### src/rtl/unified_mem_arbiter.sv
// Arbitrates one single-ported unified memory between the fetch and data ports of the core.
// Optional fetch starvation guard compiled in with `define ARB_STARVE_GUARD_EN.
module unified_mem_arbiter #(
    parameter int unsigned STARVE_LIMIT = 4
) (
    input  logic        clk,
    input  logic        rst,
    input  logic        if_req,
    input  logic [31:0] if_adr,
    input  logic        if_kill,
    output logic        if_gnt,
    output logic        if_rvalid,
    output logic [31:0] if_rdata,
    input  logic        d_req,
    input  logic        d_we,
    input  logic [31:0] d_adr,
    input  logic [31:0] d_wdata,
    input  logic [3:0]  d_wmask,
    output logic        d_gnt,
    output logic        d_rvalid,
    output logic [31:0] d_rdata,
    output logic        mem_req,
    output logic        mem_we,
    output logic [31:0] mem_adr,
    output logic [31:0] mem_wdata,
    output logic [3:0]  mem_wmask,
    input  logic        mem_ack,
    input  logic [31:0] mem_rdata
);

    typedef enum logic {S_IDLE, S_BUSY} state_t;

    state_t      state, state_nxt;
    logic        own_d;
    logic        resp_valid;
    logic [31:0] resp_data;
    logic        kill_flag;
    logic        guard_trip;
    logic        grant_d, grant_i;

`ifdef ARB_STARVE_GUARD_EN
    logic [3:0] streak;

    assign guard_trip = (streak == 4'(STARVE_LIMIT));

    // Counts data wins while fetch is waiting; holds at the limit instead of wrapping.
    always_ff @(posedge clk or negedge rst) begin
        if (!rst) begin
            streak <= '0;
        end else if (grant_i) begin
            streak <= '0;
        end else if (state == S_IDLE && !if_req) begin
            streak <= '0;
        end else if (grant_d && if_req && !guard_trip) begin
            streak <= streak + 4'd1;
        end
    end
`else
    logic [3:0] unused_starve_limit;
    assign unused_starve_limit = 4'(STARVE_LIMIT);
    assign guard_trip          = 1'b0;
`endif

    always_ff @(posedge clk or negedge rst) begin
        if (!rst) state <= S_IDLE;
        else      state <= state_nxt;
    end

    // NOTE: every output of this block gets a default first, so no path can infer a latch.
    always_comb begin
        state_nxt = state;
        grant_d   = 1'b0;
        grant_i   = 1'b0;
        case (state)
            S_IDLE: begin
                // A killed fetch cannot claim the override, so data still goes ahead.
                if (d_req && !(guard_trip && if_req && !if_kill)) begin
                    grant_d = 1'b1;
                end else if (if_req && !if_kill) begin
                    grant_i = 1'b1;
                end
                if (grant_d || grant_i) state_nxt = S_BUSY;
            end
            S_BUSY: begin
                if (mem_ack) state_nxt = S_IDLE;
            end
            default: state_nxt = S_IDLE;
        endcase
    end

    // NOTE: sequential state uses non-blocking assignments only, so every read sees pre-edge values.
    always_ff @(posedge clk or negedge rst) begin
        if (!rst) begin
            own_d      <= 1'b0;
            mem_we     <= 1'b0;
            mem_adr    <= '0;
            mem_wdata  <= '0;
            mem_wmask  <= '0;
            resp_valid <= 1'b0;
            resp_data  <= '0;
            kill_flag  <= 1'b0;
        end else begin
            resp_valid <= 1'b0;
            if (grant_d) begin
                own_d     <= 1'b1;
                mem_we    <= d_we;
                mem_adr   <= d_adr;
                mem_wdata <= d_we ? d_wdata : '0;
                mem_wmask <= d_we ? d_wmask : '0;
            end else if (grant_i) begin
                own_d     <= 1'b0;
                mem_we    <= 1'b0;
                mem_adr   <= if_adr;
                mem_wdata <= '0;
                mem_wmask <= '0;
            end
            if (state == S_BUSY && mem_ack) begin
                resp_valid <= 1'b1;
                resp_data  <= mem_we ? '0 : mem_rdata;
            end
            // The flag lives until the response slot of the killed fetch has gone by.
            if (resp_valid) begin
                kill_flag <= 1'b0;
            end else if (if_kill && state == S_BUSY && !own_d) begin
                kill_flag <= 1'b1;
            end
        end
    end

    assign mem_req   = (state == S_BUSY);
    assign d_gnt     = grant_d;
    assign if_gnt    = grant_i;
    assign d_rvalid  = resp_valid & own_d;
    assign if_rvalid = resp_valid & ~own_d & ~kill_flag & ~if_kill;
    assign d_rdata   = resp_data;
    assign if_rdata  = resp_data;

endmodule

### config.mk
export PLATFORM = sky130hd
export DESIGN_NAME = unified_mem_arbiter
export DESIGN_NICKNAME = d
export VERILOG_FILES = /design/src/rtl/unified_mem_arbiter.sv
export SDC_FILE = /design/constraint.sdc
export NUM_CORES = 1
export LEC_CHECK = 0
export CAP_MARGIN = 40
export CORE_MARGIN = 5
export CORE_UTILIZATION = 41
export DETAILED_ROUTE_END_ITERATION = 16
export GPL_TIMING_DRIVEN = 1
export PLACE_DENSITY = 0.86
export SYNTH_ARGS = -nofsm -noshare
export SYNTH_HDL_FRONTEND = slang
export SYNTH_SLANG_ARGS = --single-unit
### constraint.sdc
create_clock -name clk -period 4.25 [get_ports clk]
set_clock_uncertainty 0.2 [all_clocks]
set_input_delay 0.425 -clock clk [delete_from_list [all_inputs] [get_ports clk]]
set_output_delay 0.425 -clock clk [all_outputs]
set_load 0.01 [all_outputs]
==> results.json, run 1 <==
{
  "clk_latency_ps": 330,
  "worstReg2RegEnd": "mem_adr[4]",
  "worst_path_max_delay_cell": "dfrtp_1",
  "timing.rr.start": "mem_req",
  "synth_edf_count": 0,
  "root_buffer": "clkbuf_16",
  "grt_pass1_wl_mm": 21.6,
  "synth_top_area_share_pct": 55.1,
  "hp-start": "resp_valid",
  "wl_per_cell_um": 18.0,
  "synth_most_common_cell": "dfrtp_1",
  "dieHeight_um": 118,
  "finalSetupViolCount": 0,
  "cts_tree": "yes",
  "reg2reg_depth": 4,
  "io_buffers": 276,
  "core-area_um2": 11400,
  "start_kind": "flip-flop",
  "drive_gt1_share_pct": 14.4,
  "netSwitchingFraction_pct": 28.4,
  "holdPathStages": 1,
  "fmax_ghz": 0.392,
  "fillers": 830,
  "synth-seq-cells": 105,
  "gr-total-overflow": 0,
  "hold_ws_ps": 246,
  "cts.sinks": 105,
  "dieArea_um2": 13900,
  "diodes": 0,
  "syn_avg_cell_area_um2": 12.7,
  "maxSlewHeadroom_pct": 42.7,
  "fp.dieW_um": 118,
  "firstDrtPassIters": 4,
  "grt_antenna_before_repair": 0,
  "ir_drop_mv": 0.243,
  "grtUsageTotal_pct": 19.2,
  "finalSetupTns_ps": 0,
  "rows": 39,
  "seqPwrFrac_pct": 39.5,
  "hp-class": "flip-flop to flip-flop",
  "synth_area_leaders": "dfrtp_1 (55%), mux2_4 (9.1%), mux2_2 (8.3%)",
  "syn_inst": 376,
  "clockBufferDepth": 2,
  "syn_to_final_growth_pct": 61.2,
  "dpl.cell_count": 743,
  "ys_seq_area_share_pct": 55.1,
  "path_cells": "clkdlybuf4s50_1",
  "drt_iter0_markers": 222,
  "htreeDepth": 3,
  "rrSetupSlack_ps": 2070,
  "fin_nets": 751,
  "grt_max_degree": 66,
  "hold_viol": 0,
  "dp_hpwl_mm": 10.8,
  "drv_cap": 0,
  "final-seq-area_um2": 2630,
  "cellPowerDensity_nw_per_um2": 455,
  "dpl_worst_slack_ps": 1560,
  "place.gp.congestion": 0.760,
  "postRouteAntennaNets": 0,
  "pin_count": 277,
  "cts_buffers": 9,
  "status": "completed",
  "initial_utilization_pct": 41.8,
  "critical_path_class": "flip-flop to output pin",
  "cp_max_fo": 34,
  "cts.reportedPaths.clkPinSlew_ps": 70,
  "yosysTopAreaCell": "dfrtp_1",
  "syn-num-nets": 515,
  "crit_path_end_kind": "output pin",
  "async_flop_share_pct": 100,
  "ys_warn_count": 0,
  "synth_common_cells": "dfrtp_1 (105), a22o_1 (36), buf_4 (35), mux2_2 (35)",
  "ys.flop_type": "dfrtp_1",
  "critical_path_arrival_ps": 1920,
  "rsz0062_at_grt": "false",
  "critPathMaxStageDelay_ps": 900,
  "drt_wl_total_mm": 13.7,
  "path_buf_inv": 1,
  "maxSlewViolCount": 0,
  "p_leak_uw": 0.00330,
  "layout_min_cycle_time_ps": 2550,
  "setup_ws_ps": 1700,
  "p_sw_uw": 993,
  "drc": 0,
  "num_vias": 3758,
  "layout.cells.non_filler": 760,
  "syn-cell-area_um2": 4770,
  "finalCritPeriodShare_pct": 60.0,
  "clkPwrFrac_pct": 24.0,
  "tightest_slew_ps": 859,
  "holdPathEnd": "kill_flag",
  "viasPerCell": 4.94,
  "yosysUniqueCellTypes": 23,
  "multiInputGateArea_um2": 1720,
  "comb_power_share_pct": 36.5,
  "grt_pass1_vias": 4092,
  "crit_family": "flip-flops",
  "p_int_uw": 2510,
  "crit_required_ps": 3620
}
==> metal layers <==
layer / GRT usage [%] / wire length (um)
met1: 20.8 / 4960
met2: 34.0 / 6990
met3: 7.35 / 1410
met4: 7.17 / 317
met5: 0 / 0
==> state kept, by name, indices dropped and copies added (netlist names) <==
register,count
d_rdata,32
kill_flag,1
mem_adr,32
mem_req,1
mem_wdata,32
mem_we,1
mem_wmask,4
own_d,1
resp_valid,1
==> kinds of logic after synthesis <==
kind of cell / after synthesis / share of synthesized area [%]
compound gates: 73 / 10.7
buf+inv: 61 / 9.05
mux: 64 / 17.4
simple gates: 73 / 7.82
flops: 105 / 55.1
==> power by group through the flow <==
| stage | sequential [uW] | combinational [uW] | clock (uW) |
|---|---|---|---|
| floorplan | 1470 | 485 | 0 |
| global placement | 1380 | 1260 | 0 |
| detailed placement | 1400 | 1290 | 0 |
| CTS | 1390 | 1300 | 863 |
| global route | 1420 | 1360 | 908 |
| finish | 1380 | 1280 | 840 |
==> area by class of cell <==
| type | count | share of cell area, % |
|---|---|---|
| Clock buffer | 10 | 3.11 |
| Clock inverter | 6 | 0.879 |
| Inverter | 3 | 0.146 |
| Multi-Input combinational cell | 210 | 22.3 |
| Sequential cell | 105 | 34.2 |
| Tap cell | 143 | 2.33 |
| Timing Repair Buffer | 283 | 37.0 |
==> worst max path at each step <==
| stage | from | endpoint | slack, ps | cells past startpoint |
|---|---|---|---|---|
| floorplan | mem_req | mem_adr[0] | 2500 | 5 |
| global placement | d_req | mem_adr[3] | 1590 | 5 |
| detailed placement | d_req | mem_adr[4] | 1560 | 5 |
| CTS | mem_we | mem_we | 1660 | 1 |
| global route | mem_we | mem_we | 1600 | 1 |
| finish | mem_we | mem_we | 1700 | 1 |
==> layout by cell type, fill, tap and decap left out, drive strengths merged <==
cell type / count
a21o: 2
a21oi: 1
a22o: 36
a31oi: 1
and2: 2
buf: 7
bufinv: 1
clkbuf: 10
clkdlybuf4s50: 275
clkinv: 3
clkinvlp: 2
dfrtp: 105
dlygate4sd3: 1
inv: 3
mux2: 64
nand2: 33
nand2b: 33
nor2: 2
nor2b: 1
nor3: 1
nor4b: 1
o21ai: 32
o22ai: 1
==> per-stage QoR <==
step           area (um^2)  utilization [%]  total power (uW)
6_report              7690             67.3              3500
5_1_grt               7690             67.3              3680
4_1_cts               7690             67.3              3550
3_5_place_dp          7370             64.6              2700
3_3_place_gp          7340             64.3              2650
2_1_floorplan         4770                -              1950
==> timing repair <==
action,in CTS,in global routing
setup endpoints to repair,0,0
endpoints found under the hold margin,12,0
gates resized for setup,0,0
buffers inserted,0,0
hold buffers,1,0
Note: power is estimated with default switching activity, not from simulation.
==> inputs of run 2 (changes only) <==
- CORE_UTILIZATION: 41 -> 35
- PLACE_DENSITY: 0.86 -> 0.78
- clock period: 4.25 -> 2.1 ns (I/O delays scaled with it)
==> run 2 against run 1 <==
Effect of this change:
- routed wire length grew 2.9%
- largest cell class unchanged
- sequential power grew 100%
- cell area grew 2.1%
==> results.json, run 2 (synthesized netlist as in run 1, its figures left out) <==
{
  "grt_pass1_wl_mm": 21.8,
  "fillers": 1087,
  "crit_required_ps": 1690,
  "htreeDepth": 3,
  "layout_min_cycle_time_ps": 2060,
  "cellPowerDensity_nw_per_um2": 909,
  "ir_drop_mv": 0.389,
  "clk_latency_ps": 340,
  "wl_per_cell_um": 17.5,
  "critical_path_arrival_ps": 1650,
  "drc": 0,
  "start_kind": "flip-flop",
  "cts.sinks": 105,
  "hp-class": "input pin to asynchronous set/reset pin",
  "core-area_um2": 13300,
  "dpl_worst_slack_ps": -56.5,
  "viasPerCell": 4.71,
  "dp_hpwl_mm": 11.0,
  "cts.reportedPaths.clkPinSlew_ps": 70,
  "gr-total-overflow": 0,
  "firstDrtPassIters": 5,
  "place.gp.congestion": 0.831,
  "initial_utilization_pct": 35.9,
  "hold_viol": 0,
  "io_buffers": 276,
  "fmax_ghz": 0.486,
  "fin_nets": 761,
  "postRouteAntennaNets": 0,
  "cts_buffers": 9,
  "power_uw": 7140,
  "dieArea_um2": 16100,
  "cts_setup_buffers": 0,
  "rows": 42,
  "final_cell_area_um2": 7850,
  "critical_path_class": "flip-flop to output pin",
  "final_util_pct": 59.0,
  "setup_ws_ps": 43.4,
  "drive_gt1_share_pct": 16.1,
  "fp.dieW_um": 127,
  "crit_path_end_kind": "output pin",
  "maxSlewViolCount": 0,
  "syn_to_final_growth_pct": 64.6,
  "status": "completed",
  "pin_count": 277,
  "cp_max_fo": 3,
  "drv_cap": 0,
  "clockBufferDepth": 2,
  "grt_max_degree": 66,
  "place_area_um2": 7530,
  "layout.cells.non_filler": 803,
  "p_leak_uw": 0.00337,
  "rsz0062_at_grt": "false",
  "drt_wl_total_mm": 14.1,
  "num_vias": 3779,
  "diodes": 0,
  "grt_pass1_vias": 4071,
  "layout_common_cells": "clkdlybuf4s50_1 (274), dfrtp_1 (104), a22o_1 (36), mux2_2 (35)",
  "finalCritPeriodShare_pct": 97.9,
  "final_common_cell": "clkdlybuf4s50_1",
  "dieHeight_um": 127,
  "grtUsageTotal_pct": 17.0,
  "grt_antenna_before_repair": 0,
  "drt_iter0_markers": 171,
  "dpl.cell_count": 786,
  "cts_tree": "yes",
  "finalSetupViolCount": 0,
  "root_buffer": "clkbuf_16",
  "maxSlewHeadroom_pct": 66.8,
  "tightest_slew_ps": 498
}
## run 2: cell type report
class	count	area [um^2]	share of cell area, %
timing repair buffer	293	2960	37.8
inverter	3	11.3	0.143
tap	176	220	2.81
clock inverter	7	77.6	0.988
clock buffer	9	225	2.87
sequential	105	2630	33.5
multi-input combinational	210	1720	21.9
## run 2: critical path, stage by stage, from the launching register on
cell and delay, ps:
dfrtp_1 400, nor4b_1 320, clkdlybuf4s50_1 600
## run 2: timing repair
item                                    CTS  global route
endpoints found under the setup margin    2             1
gates resized for setup                   2             1
hold buffers                              1             0
hold endpoints to repair                 36             0
pin swaps                                 0             0
## run 2: worst paths after layout
kind / from / endpoint / slack (ps) / depth (start not counted)
worst max register to register: mem_req / mem_adr[23] / 230 / 5
worst max-delay path: own_d / if_rvalid / 40 / 2
max in group asynchronous: rst / mem_wmask[2] / 860 / 3
worst min-delay path: rst / mem_wdata[25] / 170 / 2
min in group clk: mem_rdata[11] / d_rdata[11] / 230 / 3
worst min register to register: resp_valid / kill_flag / 250 / 1
## run 2: routing by layer
| metal | vias to the layer above | GRT usage, % | share of wire [%] |
|---|---|---|---|
| met5 | - | 0 | 0 |
| met4 | 0 | 6.18 | 2.1 |
| met3 | 19 | 5.17 | 7.8 |
| met2 | 171 | 29.8 | 51 |
| met1 | 1840 | 19.5 | 39 |
| li1 | 1749 | - | - |
## run 2: stage by stage
step           hold slack (ps)  setup TNS (ps)
5_1_grt                    223               0
6_report                   172               0
3_5_place_dp              11.7            -767
3_3_place_gp              12.2            -309
2_1_floorplan             -286               0
4_1_cts                    182               0
## run 2: power breakdown
| group | total, uW | switching [uW] | internal, uW |
|---|---|---|---|
| Sequential | 2770 | 300 | 2470 |
| Combinational | 2660 | 981 | 1680 |
| Clock | 1700 | 768 | 936 |
| Total | 7140 | 2050 | 5090 |
